## src/rtl/scr1_pipe_mprf_wb.sv

```systemverilog
// EXU-side MPRF requester: operand read, ALU/LSU/MDU writeback arbitration and a pending-write scoreboard.
// Latency: source valid to MPRF write request is 1 cycle; operands are combinational from the MPRF read data.
// Backpressure: issue_rdy_o drops on RAW/WAW hazards; LSU/MDU are held off by higher-priority writebacks.
//
// Ports: issue_* (issue request and operand addresses), op_rs*_data_o (operands to EXU),
//        alu_wb_* / lsu_wb_* / mdu_wb_* (writeback sources), exu2mprf_* / mprf2exu_* (MPRF interface),
//        sb_err_o (long writeback to a register the scoreboard did not mark pending).
// Optional macro SCR1_MPRF_WB_BYPASS_EN: forward the write-stage data to the operands instead of
// stalling a dependent issue for the cycle in which the MPRF write is still in flight.

module scr1_pipe_mprf_wb #(
    parameter int XLEN   = 32,
    parameter int AWIDTH = 5,
    parameter int NREGS  = 32
) (
    input  logic              clk,
    input  logic              rst,

    input  logic              issue_vld_i,
    output logic              issue_rdy_o,
    input  logic [AWIDTH-1:0] issue_rs1_addr_i,
    input  logic [AWIDTH-1:0] issue_rs2_addr_i,
    input  logic              issue_rs1_used_i,
    input  logic              issue_rs2_used_i,
    input  logic [AWIDTH-1:0] issue_rd_addr_i,
    input  logic              issue_rd_we_i,
    input  logic              issue_long_i,
    output logic [XLEN-1:0]   op_rs1_data_o,
    output logic [XLEN-1:0]   op_rs2_data_o,

    input  logic              alu_wb_vld_i,
    input  logic [AWIDTH-1:0] alu_wb_rd_i,
    input  logic [XLEN-1:0]   alu_wb_data_i,
    input  logic              lsu_wb_vld_i,
    input  logic [AWIDTH-1:0] lsu_wb_rd_i,
    input  logic [XLEN-1:0]   lsu_wb_data_i,
    output logic              lsu_wb_rdy_o,
    input  logic              mdu_wb_vld_i,
    input  logic [AWIDTH-1:0] mdu_wb_rd_i,
    input  logic [XLEN-1:0]   mdu_wb_data_i,
    output logic              mdu_wb_rdy_o,

    output logic [AWIDTH-1:0] exu2mprf_rs1_addr_o,
    output logic [AWIDTH-1:0] exu2mprf_rs2_addr_o,
    input  logic [XLEN-1:0]   mprf2exu_rs1_data_i,
    input  logic [XLEN-1:0]   mprf2exu_rs2_data_i,
    output logic              exu2mprf_w_req_o,
    output logic [AWIDTH-1:0] exu2mprf_rd_addr_o,
    output logic [XLEN-1:0]   exu2mprf_rd_data_o,

    output logic              sb_err_o
);

    logic [NREGS-1:0]  pending;
    logic [NREGS-1:0]  pending_nxt;

    logic              rs1_inflight;
    logic              rs2_inflight;
    logic              rs1_raw;
    logic              rs2_raw;
    logic              rd_waw;
    logic              issue_fire;

    logic              win_vld;
    logic              win_long;
    logic [AWIDTH-1:0] win_rd;
    logic [XLEN-1:0]   win_data;

    assign exu2mprf_rs1_addr_o = issue_rs1_addr_i;
    assign exu2mprf_rs2_addr_o = issue_rs2_addr_i;

    // A register whose write is sitting in the write stage has already had its
    // pending bit cleared, but the MPRF still returns the old value this cycle.
    assign rs1_inflight = exu2mprf_w_req_o && (exu2mprf_rd_addr_o == issue_rs1_addr_i)
                          && (issue_rs1_addr_i != '0);
    assign rs2_inflight = exu2mprf_w_req_o && (exu2mprf_rd_addr_o == issue_rs2_addr_i)
                          && (issue_rs2_addr_i != '0);

`ifdef SCR1_MPRF_WB_BYPASS_EN
    assign rs1_raw = issue_rs1_used_i && (issue_rs1_addr_i != '0) && pending[issue_rs1_addr_i];
    assign rs2_raw = issue_rs2_used_i && (issue_rs2_addr_i != '0) && pending[issue_rs2_addr_i];
    assign op_rs1_data_o = rs1_inflight ? exu2mprf_rd_data_o : mprf2exu_rs1_data_i;
    assign op_rs2_data_o = rs2_inflight ? exu2mprf_rd_data_o : mprf2exu_rs2_data_i;
`else
    assign rs1_raw = issue_rs1_used_i && (issue_rs1_addr_i != '0)
                     && (pending[issue_rs1_addr_i] || rs1_inflight);
    assign rs2_raw = issue_rs2_used_i && (issue_rs2_addr_i != '0)
                     && (pending[issue_rs2_addr_i] || rs2_inflight);
    assign op_rs1_data_o = mprf2exu_rs1_data_i;
    assign op_rs2_data_o = mprf2exu_rs2_data_i;
`endif

    assign rd_waw      = issue_rd_we_i && (issue_rd_addr_i != '0) && pending[issue_rd_addr_i];
    assign issue_rdy_o = ~(rs1_raw | rs2_raw | rd_waw);
    assign issue_fire  = issue_vld_i & issue_rdy_o;

    // Fixed priority ALU > LSU > MDU; ALU cannot be stalled.
    assign lsu_wb_rdy_o = ~alu_wb_vld_i;
    assign mdu_wb_rdy_o = ~alu_wb_vld_i & ~lsu_wb_vld_i;

    always_comb begin
        win_vld  = 1'b0;
        win_long = 1'b0;
        win_rd   = '0;
        win_data = '0;
        if (alu_wb_vld_i) begin
            win_vld  = 1'b1;
            win_rd   = alu_wb_rd_i;
            win_data = alu_wb_data_i;
        end else if (lsu_wb_vld_i) begin
            win_vld  = 1'b1;
            win_long = 1'b1;
            win_rd   = lsu_wb_rd_i;
            win_data = lsu_wb_data_i;
        end else if (mdu_wb_vld_i) begin
            win_vld  = 1'b1;
            win_long = 1'b1;
            win_rd   = mdu_wb_rd_i;
            win_data = mdu_wb_data_i;
        end
    end

    // Clear from an accepted long writeback and set from a long issue may hit
    // different registers on the same edge; both take effect.
    always_comb begin
        pending_nxt = pending;
        if (win_long && (win_rd != '0)) begin
            pending_nxt[win_rd] = 1'b0;
        end
        if (issue_fire && issue_long_i && issue_rd_we_i && (issue_rd_addr_i != '0)) begin
            pending_nxt[issue_rd_addr_i] = 1'b1;
        end
        pending_nxt[0] = 1'b0;
    end

    always_ff @(posedge clk) begin
        if (rst) begin
            pending            <= '0;
            exu2mprf_w_req_o   <= 1'b0;
            exu2mprf_rd_addr_o <= '0;
            exu2mprf_rd_data_o <= '0;
            sb_err_o           <= 1'b0;
        end else begin
            pending          <= pending_nxt;
            exu2mprf_w_req_o <= win_vld && (win_rd != '0);
            if (win_vld) begin
                exu2mprf_rd_addr_o <= win_rd;
                exu2mprf_rd_data_o <= win_data;
            end
            sb_err_o <= win_long && (win_rd != '0) && !pending[win_rd];
        end
    end

endmodule

```

## config.mk

```make
export PLATFORM = sky130hd
export DESIGN_NAME = scr1_pipe_mprf_wb
export DESIGN_NICKNAME = d
export VERILOG_FILES = /design/src/rtl/scr1_pipe_mprf_wb.sv
export SDC_FILE = /design/constraint.sdc
export NUM_CORES = 1
export LEC_CHECK = 0
export CAP_MARGIN = 20
export CORE_AREA = 2 2 122 124
export CTS_CLUSTER_SIZE = 25
export DETAILED_ROUTE_END_ITERATION = 8
export DIE_AREA = 0 0 124 126
export PLACE_DENSITY = 0.85
export SLEW_MARGIN = 10
export SYNTH_ARGS = -nofsm -noshare
export SYNTH_HDL_FRONTEND = slang
export SYNTH_SLANG_ARGS = --single-unit
export TNS_END_PERCENT = 10
```

## constraint.sdc

```tcl
create_clock -name clk -period 8.45 [get_ports clk]
set_input_delay 1.69 -clock clk [delete_from_list [all_inputs] [get_ports clk]]
set_output_delay 1.69 -clock clk [all_outputs]
set_load 0.01 [all_outputs]
```

==> results.sh, run 1 <==
export IMPL_outcome="complete, no violations"
export IMPL_timing_rr_end="pending[8]$_SDFF_PP0_"
export IMPL_grt_first_pass_wirelength_mm=28.5
export IMPL_antenna_found_initial=0
export IMPL_tns_ps=0
export IMPL_postCtsHoldBufs=0
export IMPL_grt_overflow_total=0
export IMPL_slew_headroom_pct=44.3
export IMPL_hold_depth=2
export IMPL_r2r_slack_ps=6140
export IMPL_area_growth_pct=28.8
export IMPL_busiest_layer="met2"
export IMPL_synth_cells=683
export IMPL_insertion_delay_ps=330
export IMPL_ant_nets=0
export IMPL_crit_required_ps=6760
export IMPL_die_area_um2=15600
export IMPL_ios=316
export IMPL_core_area_um2=14300
export IMPL_cts_tree="yes"
export IMPL_min_from="exu2mprf_rd_addr_o[4]$_SDFFE_PP0P_"
export IMPL_ys_seq_area_share_pct=25.3
export IMPL_cts_buffers=9
export IMPL_p_leak_nw=2.47
export IMPL_min_to="exu2mprf_rd_addr_o[4]$_SDFFE_PP0P_"
export IMPL_rsz0062_at_grt="no"
export IMPL_crit_path_start_kind="primary input"
export IMPL_gp_congestion=0.949
export IMPL_vias=5499
export IMPL_antenna_cells=0
export IMPL_r2r_start="pending[23]$_SDFF_PP0_"
export IMPL_ys_warn_count=0
export IMPL_critPathMaxFanout=32
export IMPL_clk_pin_slew_ps=60
export IMPL_synth_edf_count=0
export IMPL_dr_pass1_iters=5
export IMPL_setup_violations=0
export IMPL_grtUsageMet1_pct=29.0
export IMPL_fp_dieH_um=126
export IMPL_num_rows=44
export IMPL_fin_skew_ps=4.82
export IMPL_drive_gt1_share_pct=10.7
export IMPL_grt_pass1_vias=5307
export IMPL_dp_final_hpwl_mm=13.8
export IMPL_drc=0
export IMPL_ctsHtreeMaxLevel=3
export IMPL_cts_resized=0
export IMPL_routed_wl_mm=18.7
export IMPL_drv_cap=0
export IMPL_vias_per_cell=5.81
export IMPL_report_final_slew_viol_count=0
export IMPL_hold_class="flip-flop to flip-flop"
export IMPL_nNetsFinal=959
export IMPL_cp_arrival_ps=5020
export IMPL_post_route_period_util_pct=79.4
export IMPL_root_buffer="clkbuf_16"
export IMPL_final_util_pct=49.8
export IMPL_synth_cell_type_count=61
export IMPL_grt_use_total_pct=23.6
export IMPL_use_met2_pct=37.0
export IMPL_worst_pin_slew_ps=836
export IMPL_fp_dieW_um=124
export IMPL_synthArstFlopShare_pct=0
export IMPL_final_hold_viol_count=0
export IMPL_fin_crit_ps=6710
export IMPL_synthFlopType="dfxtp_1"
export IMPL_met3_usage_pct=8.70
export IMPL_critPathCaptureType="output pin"
export IMPL_drt_initial_drc_count=518
export IMPL_wl_per_cell_um=19.8
export IMPL_cts_setup_buffers=0
export IMPL_io_buffer_count=187
export IMPL_reg2regPathDepth=7
export IMPL_synth_fp_nets=883
export IMPL_synth_area_per_cell_um2=8.10
export IMPL_crit_type="primary input to output pin"
export IMPL_cts_buffer_depth=2
export IMPL_grt_max_degree=78
export IMPL_cellPowerDensity_nw_per_um2=132
export IMPL_clock_sinks=70
export IMPL_max_freq_mhz=149
export IMPL_synth_area_um2=5530
export IMPL_start_util_pct=38.7
export IMPL_vdd_drop_max_mv=0.0829
export IMPL_ys_seq_elements=70
cell usage in the layout, fill, tap and decap left out, types with 6 or more instances in the layout:
master and n:
a21oi_1 45, a221oi_1 35, buf_4 9, clkbuf_16 9
clkdlybuf4s50_1 185, dfxtp_1 70, mux2_2 12, mux2i_1 14
mux4_2 16, nand2_1 54, nand2b_1 6, nand3_1 22
nand3b_1 6, nor2_1 90, nor2b_1 11, nor3b_1 33
o211ai_1 20, o21ai_1 9, o21ai_2 24, xor2_1 8
sequential cells by signal (all words and copies together) (netlist names):
register            flops
exu2mprf_rd_addr_o      5
sb_err_o                1
exu2mprf_rd_data_o     32
exu2mprf_w_req_o        1
pending                31
power breakdown:
| group | switching [mW] | internal [mW] |
|---|---|---|
| combinational | 0.120 | 0.128 |
| sequential | 0.00859 | 0.344 |
| clock | 0.140 | 0.197 |
| total | 0.269 | 0.669 |
cells by family after synthesis:
| family | after synthesis | synth area share, % |
|---|---|---|
| buffers and inverters | 137 | 15.2 |
| muxes | 43 | 11.8 |
| AOI/OAI and AO/OA | 169 | 22.9 |
| DFF | 70 | 25.3 |
| and+or+nand+nor | 254 | 23.2 |
| xor gates and xnor gates | 10 | 1.58 |
routing by layer:
metal	vias up	part of all wire (%)
met5	-	0
li1	2572	-
met4	0	3.0
met3	52	12
met2	318	47
met1	2557	37
stage by stage:
| stage | hold WS, ps | worst slack, ps | total power, mW | cell area (µm²) | instances |
|---|---|---|---|---|---|
| global route | 552 | 1580 | 0.981 | 7130 | 947 |
| floorplan | 476 | 3360 | 0.518 | 5530 | 683 |
| finish | 520 | 1740 | 0.938 | 7130 | 947 |
| global placement | 507 | 1770 | 0.604 | 6880 | 932 |
| detailed placement | 511 | 1720 | 0.606 | 6880 | 932 |
| CTS | 518 | 1730 | 0.945 | 7130 | 947 |
critical path, cell delays in order:
cell and delay (ps):
clkdlybuf4s50_1 950, mux4_2 580, mux2_4 290, a2111oi_4 390
o2111ai_4 150, buf_4 310, inv_2 90, clkdlybuf4s50_1 530
worst max path at each step:
| stage | startpoint | to | slack [ps] | depth (start not counted) |
|---|---|---|---|---|
| global placement | issue_rs2_addr_i[2] | issue_rdy_o | 1770 | 8 |
| detailed placement | issue_rs2_addr_i[2] | issue_rdy_o | 1720 | 8 |
| CTS | issue_rs2_addr_i[2] | issue_rdy_o | 1730 | 8 |
| global route | issue_rs2_addr_i[2] | issue_rdy_o | 1580 | 8 |
| floorplan | issue_rs2_addr_i[2] | issue_rdy_o | 3360 | 7 |
| finish | issue_rs2_addr_i[2] | issue_rdy_o | 1740 | 8 |
Yosys cell counts, types with 3 or more instances:
cell type,n,area (µm²)
a21oi_1,45,225
nand2_1,54,203
buf_2,6,30.0
mux2i_1,14,140
and3_1,4,25.0
buf_1,11,41.3
o21ai_1,9,45.0
nand2b_1,6,37.5
nor2b_1,11,68.8
nand4_1,4,25.0
clkbuf_1,34,128
o311ai_0,4,35.0
mux2_2,12,135
inv_1,5,18.8
a211oi_1,5,37.5
nor3b_1,33,248
mux4_2,16,360
o21ai_2,24,210
xor2_1,8,70.1
dfxtp_1,70,1400
a221oi_1,35,307
nor4_1,3,18.8
nor3_1,5,25.0
buf_4,75,563
nor2_1,90,338
buf_6,5,56.3
and2_1,4,25.0
nand3b_1,6,45.0
nand3_1,22,110
o211ai_1,20,150
area by class of cell:
cell class	count	area, µm²
inverters	6	22.5
well taps	184	230
fillers	1338	7190
clock buffers	13	240
clock inverters	2	10.0
flip-flops and latches	70	1400
repair buffers	196	1930
multi-input cells	476	3290
(Power assumes the default switching activity.)
==> run 2: changes to the inputs <==
--- a/config.mk
+++ b/config.mk
@@ -6,11 +6,11 @@
 export NUM_CORES = 1
 export LEC_CHECK = 0
 export CAP_MARGIN = 20
-export CORE_AREA = 2 2 122 124
+export CORE_AREA = 2 2 123 125
 export CTS_CLUSTER_SIZE = 25
 export DETAILED_ROUTE_END_ITERATION = 8
-export DIE_AREA = 0 0 124 126
-export PLACE_DENSITY = 0.85
+export DIE_AREA = 0 0 125 127
+export PLACE_DENSITY = 0.84
 export SLEW_MARGIN = 10
 export SYNTH_ARGS = -nofsm -noshare
 export SYNTH_HDL_FRONTEND = slang
==> constraint.sdc (replaced) <==
create_clock -name clk -period 6.57 [get_ports clk]
set_input_delay 1.314 -clock clk [delete_from_list [all_inputs] [get_ports clk]]
set_output_delay 1.314 -clock clk [all_outputs]
set_load 0.01 [all_outputs]
==> run 2 against run 1 <==
Compared with the run above:
- register-to-register slack lost 2000 ps
- die area grew 1.6%
- final area grew 1.2%
- largest cell class unchanged
- sequential share of layout area shrank 0.23 points
==> results.sh, run 2 (same netlist as run 1, synthesis figures left out) <==
export IMPL_outcome="complete, no violations"
export IMPL_report_final_slew_viol_count=0
export IMPL_final_common_cell="clkdlybuf4s50_1"
export IMPL_insertion_delay_ps=330
export IMPL_slew_headroom_pct=37.0
export IMPL_cts_tree="yes"
export IMPL_drt_initial_drc_count=355
export IMPL_max_stage_delay_ps=650
export IMPL_r2r_slack_ps=4160
export IMPL_dr_pass1_iters=5
export IMPL_worst_pin_slew_ps=944
export IMPL_cts_setup_buffers=0
export IMPL_grt_first_pass_wirelength_mm=29.6
export IMPL_crit_type="primary input to output pin"
export IMPL_fin_skew_ps=6.10
export IMPL_crit_top_cell="clkdlybuf4s50_1"
export IMPL_place_inst=934
export IMPL_grt_overflow_total=0
export IMPL_nNetsFinal=961
export IMPL_final_cells=950
export IMPL_p_leak_nw=2.51
export IMPL_die_area_um2=15900
export IMPL_gp_congestion=0.973
export IMPL_fp_dieH_um=127
export IMPL_drive_gt1_share_pct=11.6
export IMPL_area_growth_pct=30.3
export IMPL_start_util_pct=38.4
export IMPL_num_rows=44
export IMPL_setup_violations=0
export IMPL_ios=316
export IMPL_drv_cap=0
export IMPL_critPathMaxFanout=10
export IMPL_root_buffer="clkbuf_16"
export IMPL_tns_ps=0
export IMPL_core_area_um2=14400
export IMPL_drc=0
export IMPL_cts_resized=0
export IMPL_cp_arrival_ps=4230
export IMPL_wl_per_cell_um=19.9
export IMPL_io_buffer_count=187
export IMPL_critPathSlowestCell="clkdlybuf4s50_1"
export IMPL_grt_pass1_vias=5362
export IMPL_r2r_start="exu2mprf_rd_addr_o[0]$_SDFFE_PP0P_"
export IMPL_vias=5494
export IMPL_layout_common_cells="clkdlybuf4s50_1, nor2_1, dfxtp_1"
export IMPL_hold_class="flip-flop to flip-flop"
export IMPL_final_hold_viol_count=0
export IMPL_clock_sinks=70
export IMPL_largest_register_ffs=32
export IMPL_crit_chain="clkdlybuf4s50_1 -> buf_4 -> mux4_2 -> mux2_4 -> a2111oi_4 -> o2111ai_4 -> inv_2 -> clkdlybuf4s50_1"
export IMPL_crit_buf_inv=4
export IMPL_antenna_found_initial=0
export IMPL_vias_per_cell=5.78
export IMPL_rsz0062_at_grt="no"
export IMPL_post_route_period_util_pct=84.3
export IMPL_top_regs="exu2mprf_rd_data_o: 32 flops, pending: 31 flops, exu2mprf_rd_addr_o: 5 flops"
export IMPL_routed_wl_mm=18.9
export IMPL_crit_required_ps=5260
export IMPL_postCtsHoldBufs=0
export IMPL_ant_nets=0
export IMPL_min_from="exu2mprf_rd_addr_o[4]$_SDFFE_PP0P_"
export IMPL_antenna_cells=0
export IMPL_crit_path_start_kind="primary input"
export IMPL_p_total_mw=1.29
export IMPL_grt_max_degree=56
export IMPL_crit_path_start="issue_rs2_addr_i[2]"
export IMPL_clk_pin_slew_ps=50
export IMPL_fp_dieW_um=125
export IMPL_final_util_pct=50.0
export IMPL_critPathTopFamily="buffers and inverters"
export IMPL_regMostFlops="exu2mprf_rd_data_o"
export IMPL_cellPowerDensity_nw_per_um2=179
export IMPL_critPathCaptureType="output pin"
export IMPL_vdd_drop_max_mv=0.112
export IMPL_ctsHtreeMaxLevel=3
export IMPL_max_freq_mhz=180
export IMPL_fin_crit_ps=5540
export IMPL_cts_buffers=9
export IMPL_dp_final_hpwl_mm=14.3
export IMPL_cts_buffer_depth=2
export IMPL_grt_use_total_pct=23.1
[run 2: cell count changes in the layout (fill, tap and decap cells not counted), sizes merged]
cell      delta
clkinv       -1
buf          +2
clkbuf       -1
bufinv       +1
clkinvlp     +2
[run 2: path summary, 6_finish.rpt]
path	endpoint	cells after the start
hold / removal	exu2mprf_rd_addr_o[4]$_SDFFE_PP0P_	2
setup reg to reg	pending[11]$_SDFF_PP0_	7
setup / recovery	issue_rdy_o	8
hold reg to reg	exu2mprf_rd_addr_o[4]$_SDFFE_PP0P_	2
[run 2: metal layers]
layer	vias up	part of all wire, %	GRT usage [%]
li1	2585	-	-
met1	2569	38	28.4
met2	289	48	36.8
met3	51	12	9.09
met4	0	2.3	8.63
met5	-	0	0
[run 2: metrics by stage]
| step | hold WS, ps | instance area, µm² | setup slack, ps |
|---|---|---|---|
| 6_report | 514 | 7210 | 1030 |
| 5_1_grt | 556 | 7210 | 932 |
| 4_1_cts | 516 | 7210 | 1010 |
| 3_5_place_dp | 509 | 6890 | 1020 |
| 3_3_place_gp | 507 | 6890 | 1050 |
| 2_1_floorplan | 476 | 5530 | 2230 |
[run 2: report_power, final]
group	internal, mW	switching [mW]	total [mW]
clock network	0.326	0.192	0.518
registers	0.442	0.0117	0.454
logic	0.166	0.155	0.321
total	0.934	0.359	1.29
[run 2: final cells by class]
class	instances	area [µm²]
timing repair buffer	198	1940
clock buffer	12	267
clock inverter	4	53.8
multi-input combinational	476	3290
fill	1370	7210
sequential	70	1400
inverter	6	22.5
tap	184	230
[run 2: worst reg2reg max path, cell delays in order, from the launching register on]
cell and delay (ps):
dfxtp_1 360, xor2_1 180, nor4_1 440, and3_1 310
a2111oi_4 60, o2111ai_4 300, buf_4 490, o21ai_1 150
